<file path="src/rtl/jstk_pkg.sv">
// Shared constants, state encoding and frame builder for the PmodJSTK SPI-slave emulator.
package jstk_pkg;

    localparam int DEF_FRAME_BYTES = 5;
    localparam int FRAME_BITS      = 40;
    localparam int LED_CMD_BIT     = 7;

    typedef enum logic [1:0] {
        IDLE  = 2'd0,
        SHIFT = 2'd1,
        DONE  = 2'd2
    } jstk_state_e;

    // Byte order on the wire: X lo, X hi, Y lo, Y hi, buttons; MSB of each byte first.
    function automatic logic [FRAME_BITS-1:0] build_frame(
        input logic [9:0] x,
        input logic [9:0] y,
        input logic [2:0] btn
    );
        return {x[7:0], 6'b000000, x[9:8], y[7:0], 6'b000000, y[9:8], 5'b00000, btn};
    endfunction

endpackage

</file>
<file path="src/rtl/spi_sync_edge.sv">
// Multi-stage synchroniser for an asynchronous SPI pin with rise/fall pulses on the synced copy.
module spi_sync_edge #(
    parameter int STAGES = 2
) (
    input  logic clk,
    input  logic rst,
    input  logic din,
    output logic rise,
    output logic fall
);

    logic [STAGES-1:0] sync_r;
    logic              prev_r;

    // synchroniser chain plus one cycle of history for edge detection
    always_ff @(posedge clk) begin
        if (rst) begin
            sync_r <= {STAGES{1'b0}};
            prev_r <= 1'b0;
        end else begin
            sync_r <= {sync_r[STAGES-2:0], din};
            prev_r <= sync_r[STAGES-1];
        end
    end

    assign rise = sync_r[STAGES-1] & ~prev_r;
    assign fall = ~sync_r[STAGES-1] & prev_r;

endmodule

</file>
<file path="src/rtl/jstk_spi_slave.sv">
// PmodJSTK SPI-slave emulator: serves X/Y/BTN frames, captures the command byte to drive LED.
// Optional FRAME_ERR abort pulse is built when JSTK_FRAME_ERR_EN is defined.
module jstk_spi_slave
    import jstk_pkg::*;
#(
    parameter int SYNC_STAGES = 2,
    parameter int FRAME_BYTES = DEF_FRAME_BYTES
) (
    input  logic       CLK,
    input  logic       RST,
    input  logic [9:0] X_POS,
    input  logic [9:0] Y_POS,
    input  logic [2:0] BTN,
    input  logic       SS,
    input  logic       SCLK,
    input  logic       MOSI,
    output logic       MISO,
    output logic [1:0] LED,
    output logic [7:0] CMD_BYTE,
    output logic       FRAME_DONE
`ifdef JSTK_FRAME_ERR_EN
    ,
    output logic       FRAME_ERR
`endif
);

    localparam int FBITS = 8 * FRAME_BYTES;
    localparam int CW    = $clog2(FBITS + 1);

    logic                   ss_rise_s, ss_fall_s, sclk_rise_s, sclk_fall_s;
    logic [SYNC_STAGES-1:0] mosi_sync_r;
    logic                   mosi_s;
    logic [FBITS-1:0]       load_s;
    jstk_state_e            state_r, next_state_s;
    logic                   start_s, shift_in_s, shift_out_s, finish_s;
    logic                   armed_r, miso_r, frame_done_r;
    logic [CW-1:0]          bit_cnt_r;
    logic [FBITS-1:0]       tx_r;
    logic [7:0]             rx_r, cmd_r, cmd_byte_r;
    logic [1:0]             led_r;

    spi_sync_edge #(.STAGES(SYNC_STAGES)) u_ss_sync (
        .clk(CLK), .rst(RST), .din(SS), .rise(ss_rise_s), .fall(ss_fall_s)
    );

    spi_sync_edge #(.STAGES(SYNC_STAGES)) u_sclk_sync (
        .clk(CLK), .rst(RST), .din(SCLK), .rise(sclk_rise_s), .fall(sclk_fall_s)
    );

    // MOSI needs no edges, only the same delay as SCLK so data lines up with the rise pulse
    always_ff @(posedge CLK) begin
        if (RST) begin
            mosi_sync_r <= {SYNC_STAGES{1'b0}};
        end else begin
            mosi_sync_r <= {mosi_sync_r[SYNC_STAGES-2:0], MOSI};
        end
    end

    assign mosi_s = mosi_sync_r[SYNC_STAGES-1];
    // Frame left-aligned into the shift register: zero-padded or truncated to FBITS.
    assign load_s = FBITS'({build_frame(X_POS, Y_POS, BTN), {FBITS{1'b0}}} >> FRAME_BITS);

    // state register
    always_ff @(posedge CLK) begin
        if (RST) begin
            state_r <= IDLE;
        end else begin
            state_r <= next_state_s;
        end
    end

    // next-state and datapath strobes
    always_comb begin
        next_state_s = state_r;
        start_s      = 1'b0;
        shift_in_s   = 1'b0;
        shift_out_s  = 1'b0;
        finish_s     = 1'b0;
        case (state_r)
            IDLE: begin
                if (ss_fall_s && armed_r) begin
                    next_state_s = SHIFT;
                    start_s      = 1'b1;
                end else begin
                    next_state_s = IDLE;
                end
            end
            SHIFT: begin
                if (ss_rise_s) begin
                    next_state_s = IDLE;
                end else if (sclk_rise_s) begin
                    shift_in_s = 1'b1;
                    if (bit_cnt_r == CW'(FBITS - 1)) begin
                        next_state_s = DONE;
                    end else begin
                        next_state_s = SHIFT;
                    end
                end else if (sclk_fall_s) begin
                    shift_out_s  = 1'b1;
                    next_state_s = SHIFT;
                end else begin
                    next_state_s = SHIFT;
                end
            end
            DONE: begin
                if (ss_rise_s) begin
                    next_state_s = IDLE;
                    finish_s     = 1'b1;
                end else begin
                    next_state_s = DONE;
                end
            end
            default: begin
                next_state_s = IDLE;
            end
        endcase
    end

    // shift registers, bit counter, MISO and the frame-completion outputs
    always_ff @(posedge CLK) begin
        if (RST) begin
            armed_r      <= 1'b0;
            miso_r       <= 1'b0;
            bit_cnt_r    <= {CW{1'b0}};
            tx_r         <= {FBITS{1'b0}};
            rx_r         <= 8'h00;
            cmd_r        <= 8'h00;
            cmd_byte_r   <= 8'h00;
            led_r        <= 2'b00;
            frame_done_r <= 1'b0;
        end else begin
            frame_done_r <= finish_s;
            // synced SS starts low after reset, so its first high level shows up as a rise
            if (ss_rise_s) armed_r <= 1'b1;
            if (start_s) begin
                tx_r      <= load_s;
                miso_r    <= load_s[FBITS-1];
                bit_cnt_r <= {CW{1'b0}};
                rx_r      <= 8'h00;
            end else if (shift_out_s) begin
                tx_r   <= tx_r << 1;
                miso_r <= tx_r[FBITS-2];
            end else if (next_state_s != SHIFT) begin
                miso_r <= 1'b0;
            end
            if (shift_in_s) begin
                rx_r      <= {rx_r[6:0], mosi_s};
                bit_cnt_r <= bit_cnt_r + CW'(1);
                if (bit_cnt_r == CW'(7)) cmd_r <= {rx_r[6:0], mosi_s};
            end
            if (finish_s) begin
                cmd_byte_r <= cmd_r;
                if (cmd_r[LED_CMD_BIT]) led_r <= cmd_r[1:0];
            end
        end
    end

`ifdef JSTK_FRAME_ERR_EN
    logic frame_err_r;

    // any SS rise while still shifting is an aborted frame
    always_ff @(posedge CLK) begin
        if (RST) begin
            frame_err_r <= 1'b0;
        end else begin
            frame_err_r <= (state_r == SHIFT) && ss_rise_s;
        end
    end

    assign FRAME_ERR = frame_err_r;
`endif

    assign MISO       = miso_r;
    assign LED        = led_r;
    assign CMD_BYTE   = cmd_byte_r;
    assign FRAME_DONE = frame_done_r;

endmodule

</file>
<file path="config.mk">
export PLATFORM = sky130hd
export DESIGN_NAME = jstk_spi_slave
export DESIGN_NICKNAME = d
export VERILOG_FILES = /design/src/rtl/jstk_pkg.sv /design/src/rtl/spi_sync_edge.sv /design/src/rtl/jstk_spi_slave.sv
export SDC_FILE = /design/constraint.sdc
export NUM_CORES = 1
export LEC_CHECK = 0
export ABC_AREA = 0
export CAP_MARGIN = 20
export CORE_ASPECT_RATIO = 2
export CORE_MARGIN = 2
export CORE_UTILIZATION = 58
export CTS_BUF_LIST = sky130_fd_sc_hd__clkbuf_16
export CTS_CLUSTER_DIAMETER = 120
export DETAILED_ROUTE_END_ITERATION = 10
export PLACE_DENSITY = 0.85
export SLEW_MARGIN = 20
export SYNTH_ARGS = -nofsm -noshare
export SYNTH_HDL_FRONTEND = slang
export SYNTH_SLANG_ARGS = --single-unit
</file>
<file path="constraint.sdc">
create_clock -name CLK -period 3.1 [get_ports CLK]
set_input_delay 0.62 -clock CLK [delete_from_list [all_inputs] [get_ports CLK]]
set_output_delay 0.62 -clock CLK [all_outputs]
set_load 0.05 [all_outputs]
</file>
==> impl_metrics.csv, run 1 <==
group,metric,value,unit
logic_synthesis,synth.net_count,379,
clock_network,post-cts-setup-buffers,0,
clock_network,ctsHtreeMaxLevel,3,
placement,dp_hpwl,4220,um
placement,dp_slack,1.09,ns
critical_path,arrival,1.51,ns
sta,rsz0062_at_grt,"no",
clock_network,cts.sinks,83,
sta,fin_ws,0.973,ns
routing,dr_total_vias,2559,
clock_network,cts_tree,"built",
power,vdd_drop_max,0.668,mV
grt,overflow,0,
logic_synthesis,yosysSeqAreaShare,0.529,
sta,skew,0.00269,ns
flow_run,drv_cap,0,
critical_path,crit_type,"reg -> out",
cells_and_area,ff_latch_area,0.00166,mm2
critical_path,worstReg2RegStart,"bit_cnt_r[0]",
sta,worst_pin_slew,0.799,ns
outcome,status,"finished clean",
routing,drtPass1Iterations,4,
cells_and_area,diodes,0,
cells_and_area,layout-drive-gt1-share,0.0571,
grt,antenna_found_initial,0,
routing,wl_met1,2470,um
routing,drt_iter0_drc,72,
logic_synthesis,netlist-cell-type-count,35,
routing,top_layer_used,"met4",
critical_path,critPathCaptureType,"output port",
grt,grt_usage,0.225,
critical_path,critPathMaxFanout,2,
logic_synthesis,synthTopCellsByArea,"dfxtp_1 53%, a21oi_1 8.4%, nand2_1 6.8%, a22oi_1 5.0%, nand3_1 4.9%",
cells_and_area,multi_input_area,0.00136,mm2
sta,max_freq,470,MHz
grt,grt_pass1_wl,10600,um
placement,dpl-instance-area,0.00353,mm2
routing,routedWlPerCell,14.2,um
critical_path,worstPathRequired,2.48,ns
critical_path,cp-startpoint,"MISO",
critical_path,cp_cell_sequence,"clkdlybuf4s50_1",
logic_synthesis,synth_top_area_frac,0.529,
clock_network,cts_inserted_buffers,9,
cells_and_area,fin_area,0.00383,mm2
cells_and_area,nets,409,
cells_and_area,fill_cells,381,
clock_network,cts_root_buf,"clkbuf_16",
placement,port_buffers,39,
routing,drc,0,
routing,postRouteAntennaNets,0,
clock_network,cts_resized,0,
critical_path,crit_family,"buffers and inverters",
floorplanning,rows,37,
placement,gp_congestion,0.846,
floorplanning,die_x,56.0,um
sta,drv_slew,0,
critical_path,slowest_delay,0.81,ns
sta,finalHoldViolations,0,
sta,post-route-period-util,0.686,
routing,dr_wl_met3,205,um
floorplanning,start_util,0.606,
routing,avgViaCountPerCell,5.78,
clock_network,cts_hold_buffers,0,
grt,grt_pass1_vias,2431,
clock_network,path_clk_slew,0.06,ns
sta,hold_ws,0.439,ns
power,p_leak,1.30,nW
clock_network,clk_path_buf_depth,2,
sta,max-slew-margin-rel,0.467,
floorplanning,fp.coreArea,0.00518,mm2
critical_path,start_kind,"flop",
critical_path,ff2ff_setup_slack,1.09,ns
floorplanning,boundaryPins,40,
grt,grt_max_degree,40,
clock_network,insertion_delay,0.33,ns
logic_synthesis,synth_area_leader_cell,"dfxtp_1",
logic_synthesis,yosys_warnings,0,
logic_synthesis,synth_seq_cells,83,
cells_and_area,area_delta_synth_final,22.1,%
routing,drt_wl_total,6310,um
floorplanning,dieArea,0.00605,mm2
logic_synthesis,synth_area_per_cell,8.97,um2
hold_path,min_from,"u_ss_sync.sync_r[0]",
sta,finalSetupTns,0,ns
sta,period_needed,2.13,ns
power,powerDensity,584,mW/mm2
critical_path,slowest_stage,"clkdlybuf4s50_1",
floorplanning,dieHeight,108,um
logic_synthesis,netlist_instances,350,
sta,setup_viol_count_final,0,
logic_synthesis,synth_area,0.00314,mm2
hold_path,hold_path_class,"reg -> reg",
critical_path,path_buf_inv,1,
routing,dr_wl_met2,3430,um
## cells by family after synthesis
logic type	share of synthesized area
simple gates	0.229
mux	0.0255
compound gates	0.167
buf+inv	0.0390
flops	0.529
xor+xnor	0.00558
fa+ha+maj	0.00398
## area by class of cell
| class | instances | share of cell area |
|---|---|---|
| multi-input combinational | 241 | 0.355 |
| tap | 58 | 0.0189 |
| sequential | 83 | 0.433 |
| clock inverter | 7 | 0.0215 |
| clock buffer | 9 | 0.0587 |
| timing repair buffer | 45 | 0.112 |
## registers in the layout, indices dropped and copies added, names as in the netlist
signal	count
CMD_BYTE	8
FRAME_DONE	1
LED	2
MISO	1
armed_r	1
bit_cnt_r	6
cmd_r	8
mosi_sync_r	2
rx_r	7
state_r	2
tx_r	39
u_sclk_sync.prev_r	1
u_sclk_sync.sync_r	2
u_ss_sync.prev_r	1
u_ss_sync.sync_r	2
## final timing paths
kind,endpoint,depth (start not counted)
max,MISO,1
min,u_ss_sync.sync_r[1],1
max reg2reg,cmd_r[1],4
min reg2reg,u_ss_sync.sync_r[1],1
## cells in the mapped netlist
library cell	n
dfxtp_1	83
nand2_1	57
a21oi_1	53
nand3_1	31
nand2b_1	22
a22oi_1	21
clkbuf_1	14
nor2b_1	11
buf_2	8
mux2i_1	8
nor2_1	7
o22ai_1	7
a311oi_1	2
and2b_1	2
buf_4	2
nor4bb_1	2
xnor2_1	2
a211oi_1	1
a222oi_1	1
a31oi_1	1
and3_1	1
and4b_1	1
buf_1	1
buf_6	1
ha_1	1
nand3b_1	1
nand4b_1	1
nor3_1	1
nor3_2	1
nor3_4	1
nor4_1	1
o21ba_2	1
o31ai_1	1
or3_1	1
or4_1	1
## per-layer routing
| metal | GRT usage | vias to the layer above |
|---|---|---|
| met5 | 0 | - |
| met4 | 0.143 | 0 |
| met3 | 0.0490 | 16 |
| met2 | 0.397 | 56 |
| met1 | 0.237 | 1208 |
| li1 | - | 1279 |
## worst reg2reg max path, cell delays in order (launching register included)
cell and delay (ns):
dfxtp_1 0.37, ha_1 0.23, nor4bb_1 0.53, nand3b_1 0.51, mux2i_1 0.30
## stage by stage
stage               power (W)  std cells  utilization
detailed placement    0.00117        427        0.680
finish                0.00224        443        0.740
CTS                   0.00226        443        0.740
global route          0.00229        443        0.740
floorplan             0.00113        350            -
global placement      0.00117        427        0.680
## power by group
part	leakage (nW)	switching [W]	internal, W	total, W
clock network	0.146	0.000401	0.000693	0.00109
registers	0.670	0.00000368	0.00107	0.00108
logic	0.488	0.0000285	0.0000398	0.0000683
## placed cells by master, fill, tap and decap left out, types with 2 or more instances in the layout
master / instances
a21oi_1: 53
a22oi_1: 21
a311oi_1: 2
and2b_1: 2
buf_4: 6
bufinv_16: 2
clkbuf_16: 9
clkdlybuf4s50_1: 38
clkinv_1: 4
dfxtp_1: 83
mux2i_1: 8
nand2_1: 57
nand2b_1: 22
nand3_1: 31
nor2_1: 7
nor2b_1: 11
nor3_4: 2
nor4bb_1: 2
o22ai_1: 7
xnor2_1: 2
No activity file was read; power rests on OpenSTA's default activity.
==> run 2: changes to the inputs <==
--- a/config.mk
+++ b/config.mk
@@ -9,11 +9,11 @@
 export CAP_MARGIN = 20
 export CORE_ASPECT_RATIO = 2
 export CORE_MARGIN = 2
-export CORE_UTILIZATION = 58
+export CORE_UTILIZATION = 49
 export CTS_BUF_LIST = sky130_fd_sc_hd__clkbuf_16
 export CTS_CLUSTER_DIAMETER = 120
 export DETAILED_ROUTE_END_ITERATION = 10
-export PLACE_DENSITY = 0.85
+export PLACE_DENSITY = 0.77
 export SLEW_MARGIN = 20
 export SYNTH_ARGS = -nofsm -noshare
 export SYNTH_HDL_FRONTEND = slang
==> constraint.sdc (replaced) <==
create_clock -name CLK -period 1.75 [get_ports CLK]
set_input_delay 0.35 -clock CLK [delete_from_list [all_inputs] [get_ports CLK]]
set_output_delay 0.35 -clock CLK [all_outputs]
set_load 0.05 [all_outputs]
==> impl_metrics.csv, run 2 (synthesis gave the netlist of run 1 again) <==
group,metric,value,unit
floorplanning,start_util,0.502,
grt,overflow,0,
cells_and_area,largest_reg_flops,39,
floorplanning,dieHeight,117,um
flow_run,drv_cap,0,
grt,grt_usage,0.196,
sta,skew,0.00534,ns
clock_network,cts_inserted_buffers,9,
floorplanning,die_x,60.6,um
critical_path,start_kind,"flop",
critical_path,critPathCaptureType,"flop",
hold_path,hold_path_class,"in -> reg",
routing,drtPass1Iterations,7,
outcome,status,"finished clean",
cells_and_area,mostFrequentLayoutCells,"83 x dfxtp_1, 57 x nand2_1, 53 x a21oi_1",
cells_and_area,layout.cells.non_filler,479,
routing,drt_wl_total,6330,um
sta,max-slew-margin-rel,0.775,
grt,grt_pass1_vias,2431,
cells_and_area,nets,417,
clock_network,ctsHtreeMaxLevel,3,
hold_path,hold_path_depth,2,
floorplanning,dieArea,0.00710,mm2
routing,dr_total_vias,2581,
routing,drt_iter0_drc,104,
sta,max_freq,617,MHz
clock_network,clk_path_buf_depth,2,
cells_and_area,regMostFlops,"tx_r",
routing,postRouteAntennaNets,0,
placement,gp_congestion,0.938,
cells_and_area,final_util,0.627,
sta,setup_viol_count_final,0,
cells_and_area,layout-drive-gt1-share,0.115,
floorplanning,rows,41,
clock_network,post-cts-setup-buffers,0,
sta,drv_slew,0,
power,powerDensity,937,mW/mm2
critical_path,worstPathRequired,2.01,ns
grt,grt_max_degree,40,
clock_network,cts_hold_buffers,0,
sta,finalHoldViolations,0,
clock_network,cts_resized,0,
floorplanning,fp.coreArea,0.00626,mm2
placement,port_buffers,39,
clock_network,insertion_delay,0.33,ns
routing,routedWlPerCell,13.2,um
critical_path,critPathMaxFanout,7,
routing,drc,0,
grt,antenna_found_initial,0,
clock_network,cts_tree,"built",
floorplanning,boundaryPins,40,
critical_path,crit_type,"reg -> reg",
sta,post-route-period-util,0.926,
clock_network,path_clk_slew,0.06,ns
grt,grt_pass1_wl,10600,um
power,vdd_drop_max,0.760,mV
clock_network,cts.sinks,83,
power,p_leak,1.38,nW
sta,worst_pin_slew,0.336,ns
clock_network,cts_root_buf,"clkbuf_16",
placement,place_inst,463,
critical_path,arrival,1.88,ns
critical_path,r2r_cells,4,
cells_and_area,final_common_cell,"dfxtp_1",
sta,period_needed,1.62,ns
cells_and_area,diodes,0,
placement,dp_hpwl,4410,um
routing,avgViaCountPerCell,5.39,
cells_and_area,area_delta_synth_final,25.0,%
==> run 2: cell count changes in the layout (fill, tap and decap cells not counted), sizes merged <==
cell           previous run  this run
inv                       0         2
bufinv                    2         0
buf                       7        27
clkdlybuf4s50            38        26
==> run 2: area by class of cell <==
cell class,instances,area (um2)
Clock buffer,9,225
Clock inverter,7,37.5
Fill cell,558,2330
Multi-Input combinational cell,241,1380
Sequential cell,83,1660
Tap cell,86,108
Timing Repair Buffer,53,510
==> run 2: layer usage <==
layer / GRT usage / vias up / wire length [um]
met5: 0 / - / 0
met4: 0.0942 / 0 / 125
met3: 0.0549 / 9 / 250
met2: 0.341 / 47 / 3550
met1: 0.212 / 1226 / 2410
li1: - / 1299 / -
==> run 2: path summary, 6_finish.rpt <==
path                                       end                from  slack [ns]
worst max-delay path              bit_cnt_r[5]  u_sclk_sync.prev_r        0.13
worst min-delay path               CMD_BYTE[2]                 RST        0.38
worst max register to register    bit_cnt_r[5]  u_sclk_sync.prev_r        0.13
worst min register to register  mosi_sync_r[1]      mosi_sync_r[0]        0.44
==> run 2: power by group <==
group | switching (W) | internal, W
clock network | 0.000694 | 0.000940
registers | 0.00000639 | 0.00190
logic | 0.0000537 | 0.0000822
total | 0.000754 | 0.00292
==> run 2: critical path: stages, from the launching register on <==
cell and delay, ns:
dfxtp_1 0.32, and2b_1 0.26, nand3_1 0.25, or4_1 0.57
a21oi_1 0.15
==> run 2: stage by stage <==
| stage | cell area (um2) | hold WS, ns | worst slack [ns] | setup TNS [ns] | total power (W) |
|---|---|---|---|---|---|
| global route | 3930 | 0.405 | -0.00182 | -0.00182 | 0.00381 |
| global placement | 3640 | 0.418 | 0.156 | 0 | 0.00208 |
| floorplan | 3140 | 0.414 | 0.174 | 0 | 0.00200 |
| detailed placement | 3640 | 0.429 | 0.0896 | 0 | 0.00209 |
| finish | 3930 | 0.377 | 0.130 | 0 | 0.00368 |
| CTS | 3910 | 0.374 | 0.0888 | 0 | 0.00372 |
==> run 3: changes to the inputs <==
--- a/config.mk
+++ b/config.mk
@@ -13,6 +13,7 @@
 export CTS_BUF_LIST = sky130_fd_sc_hd__clkbuf_16
 export CTS_CLUSTER_DIAMETER = 120
 export DETAILED_ROUTE_END_ITERATION = 10
+export MAX_ROUTING_LAYER = met4
 export PLACE_DENSITY = 0.77
 export SLEW_MARGIN = 20
 export SYNTH_ARGS = -nofsm -noshare
==> impl_metrics.csv, run 3 (synthesis gave the netlist of run 1 again) <==
group,metric,value,unit
outcome,status,"finished clean",
sta,skew,0.00313,ns
cells_and_area,mostFrequentLayoutCells,"83 x dfxtp_1, 57 x nand2_1, 53 x a21oi_1",
clock_network,cts_hold_buffers,0,
sta,period_needed,1.62,ns
critical_path,worstPathRequired,1.96,ns
grt,grt_usage,0.202,
critical_path,r2r_cells,5,
clock_network,cts_inserted_buffers,9,
cells_and_area,final_common_cell,"dfxtp_1",
clock_network,ctsHtreeMaxLevel,3,
placement,port_buffers,39,
grt,grt_pass1_wl,10600,um
cells_and_area,area_delta_synth_final,25.0,%
routing,drtPass1Iterations,5,
floorplanning,fp.coreArea,0.00626,mm2
critical_path,critPathCaptureType,"flop",
cells_and_area,largest_reg_flops,39,
cells_and_area,multi_input_area,0.00138,mm2
clock_network,cts.sinks,83,
cells_and_area,fin_area,0.00393,mm2
hold_path,hold_path_class,"in -> reg",
power,powerDensity,938,mW/mm2
cells_and_area,final_util,0.627,
sta,finalSetupTns,0,ns
clock_network,path_clk_slew,0.06,ns
cells_and_area,nets,417,
critical_path,critPathMaxFanout,4,
sta,drv_slew,0,
sta,max-slew-margin-rel,0.775,
floorplanning,start_util,0.502,
clock_network,cts_tree,"built",
placement,dpl-instance-area,0.00364,mm2
routing,drc,0,
sta,max_freq,617,MHz
floorplanning,rows,41,
cells_and_area,diodes,0,
critical_path,ff2ff_setup_slack,0.13,ns
sta,worst_pin_slew,0.336,ns
sta,post-route-period-util,0.926,
routing,drt_iter0_drc,113,
critical_path,worstReg2RegStart,"bit_cnt_r[0]",
cells_and_area,regMostFlops,"tx_r",
critical_path,start_kind,"flop",
cells_and_area,ff_latch_area,0.00166,mm2
grt,grt_pass1_vias,2431,
grt,antenna_found_initial,0,
clock_network,clk_path_buf_depth,2,
power,p_leak,1.38,nW
cells_and_area,fill_cells,558,
clock_network,cts_root_buf,"clkbuf_16",
grt,grt_max_degree,40,
routing,dr_total_vias,2601,
power,finalPower,0.00368,W
critical_path,r2r-end,"MISO",
routing,drt_wl_total,6360,um
sta,setup_viol_count_final,0,
routing,postRouteAntennaNets,0,
floorplanning,dieArea,0.00710,mm2
critical_path,crit_type,"reg -> reg",
flow_run,drv_cap,0,
clock_network,post-cts-setup-buffers,0,
floorplanning,die_x,60.6,um
critical_path,cp-startpoint,"bit_cnt_r[0]",
critical_path,arrival,1.83,ns
critical_path,endpoint,"MISO",
power,vdd_drop_max,0.761,mV
floorplanning,dieHeight,117,um
floorplanning,boundaryPins,40,
cells_and_area,layout-drive-gt1-share,0.115,
routing,routedWlPerCell,13.3,um
placement,gp_congestion,0.955,
placement,dp_hpwl,4410,um
grt,overflow,0,
routing,avgViaCountPerCell,5.43,
clock_network,insertion_delay,0.33,ns
sta,finalHoldViolations,0,
run 3: layout make-up:
type,instances,share of cell area
Clock inverter,7,0.00956
Sequential cell,83,0.423
Timing Repair Buffer,53,0.130
Clock buffer,9,0.0574
Multi-Input combinational cell,241,0.352
Tap cell,86,0.0274
run 3: layer usage:
| metal | vias to the layer above | share of wire | global-route usage |
|---|---|---|---|
| met5 | - | 0 | - |
| met4 | 0 | 0.022 | 0.0942 |
| met3 | 12 | 0.035 | 0.0538 |
| met2 | 56 | 0.56 | 0.341 |
| met1 | 1232 | 0.39 | 0.213 |
| li1 | 1301 | - | - |
run 3: worst min path at each step:
stage                             start                  end  slack (ns)  depth (start not counted)
floorplan                mosi_sync_r[0]       mosi_sync_r[1]        0.41                          1
global placement    u_ss_sync.sync_r[0]  u_ss_sync.sync_r[1]        0.42                          1
detailed placement       mosi_sync_r[0]       mosi_sync_r[1]        0.43                          1
CTS                                 RST          CMD_BYTE[2]        0.37                          2
global route                        RST          CMD_BYTE[2]        0.40                          2
finish                              RST          CMD_BYTE[2]        0.37                          2
run 3: metrics by stage:
| stage | setup slack [ns] | hold WS [ns] | cells |
|---|---|---|---|
| floorplan | 0.174 | 0.414 | 350 |
| global placement | 0.156 | 0.418 | 463 |
| detailed placement | 0.0896 | 0.429 | 463 |
| CTS | 0.0888 | 0.374 | 479 |
| global route | -0.00182 | 0.405 | 479 |
| finish | 0.129 | 0.375 | 479 |
run 3: worst max-delay path: stages, from the launching register on:
cell	delay [ns]
dfxtp_1	0.37
ha_1	0.22
nor4bb_4	0.34
a311oi_2	0.17
a222oi_1	0.31
a211oi_1	0.08
run 3: where the power goes:
group	total [W]	switching (W)	internal (W)
Clock	0.00164	0.000697	0.000940
Sequential	0.00191	0.00000640	0.00190
Combinational	0.000136	0.0000539	0.0000823
Total	0.00368	0.000757	0.00292
run 3: what timing repair did:
action	CTS	global route
endpoints found under the hold margin	0	0
setup endpoints to repair	0	10
resized for setup	0	3
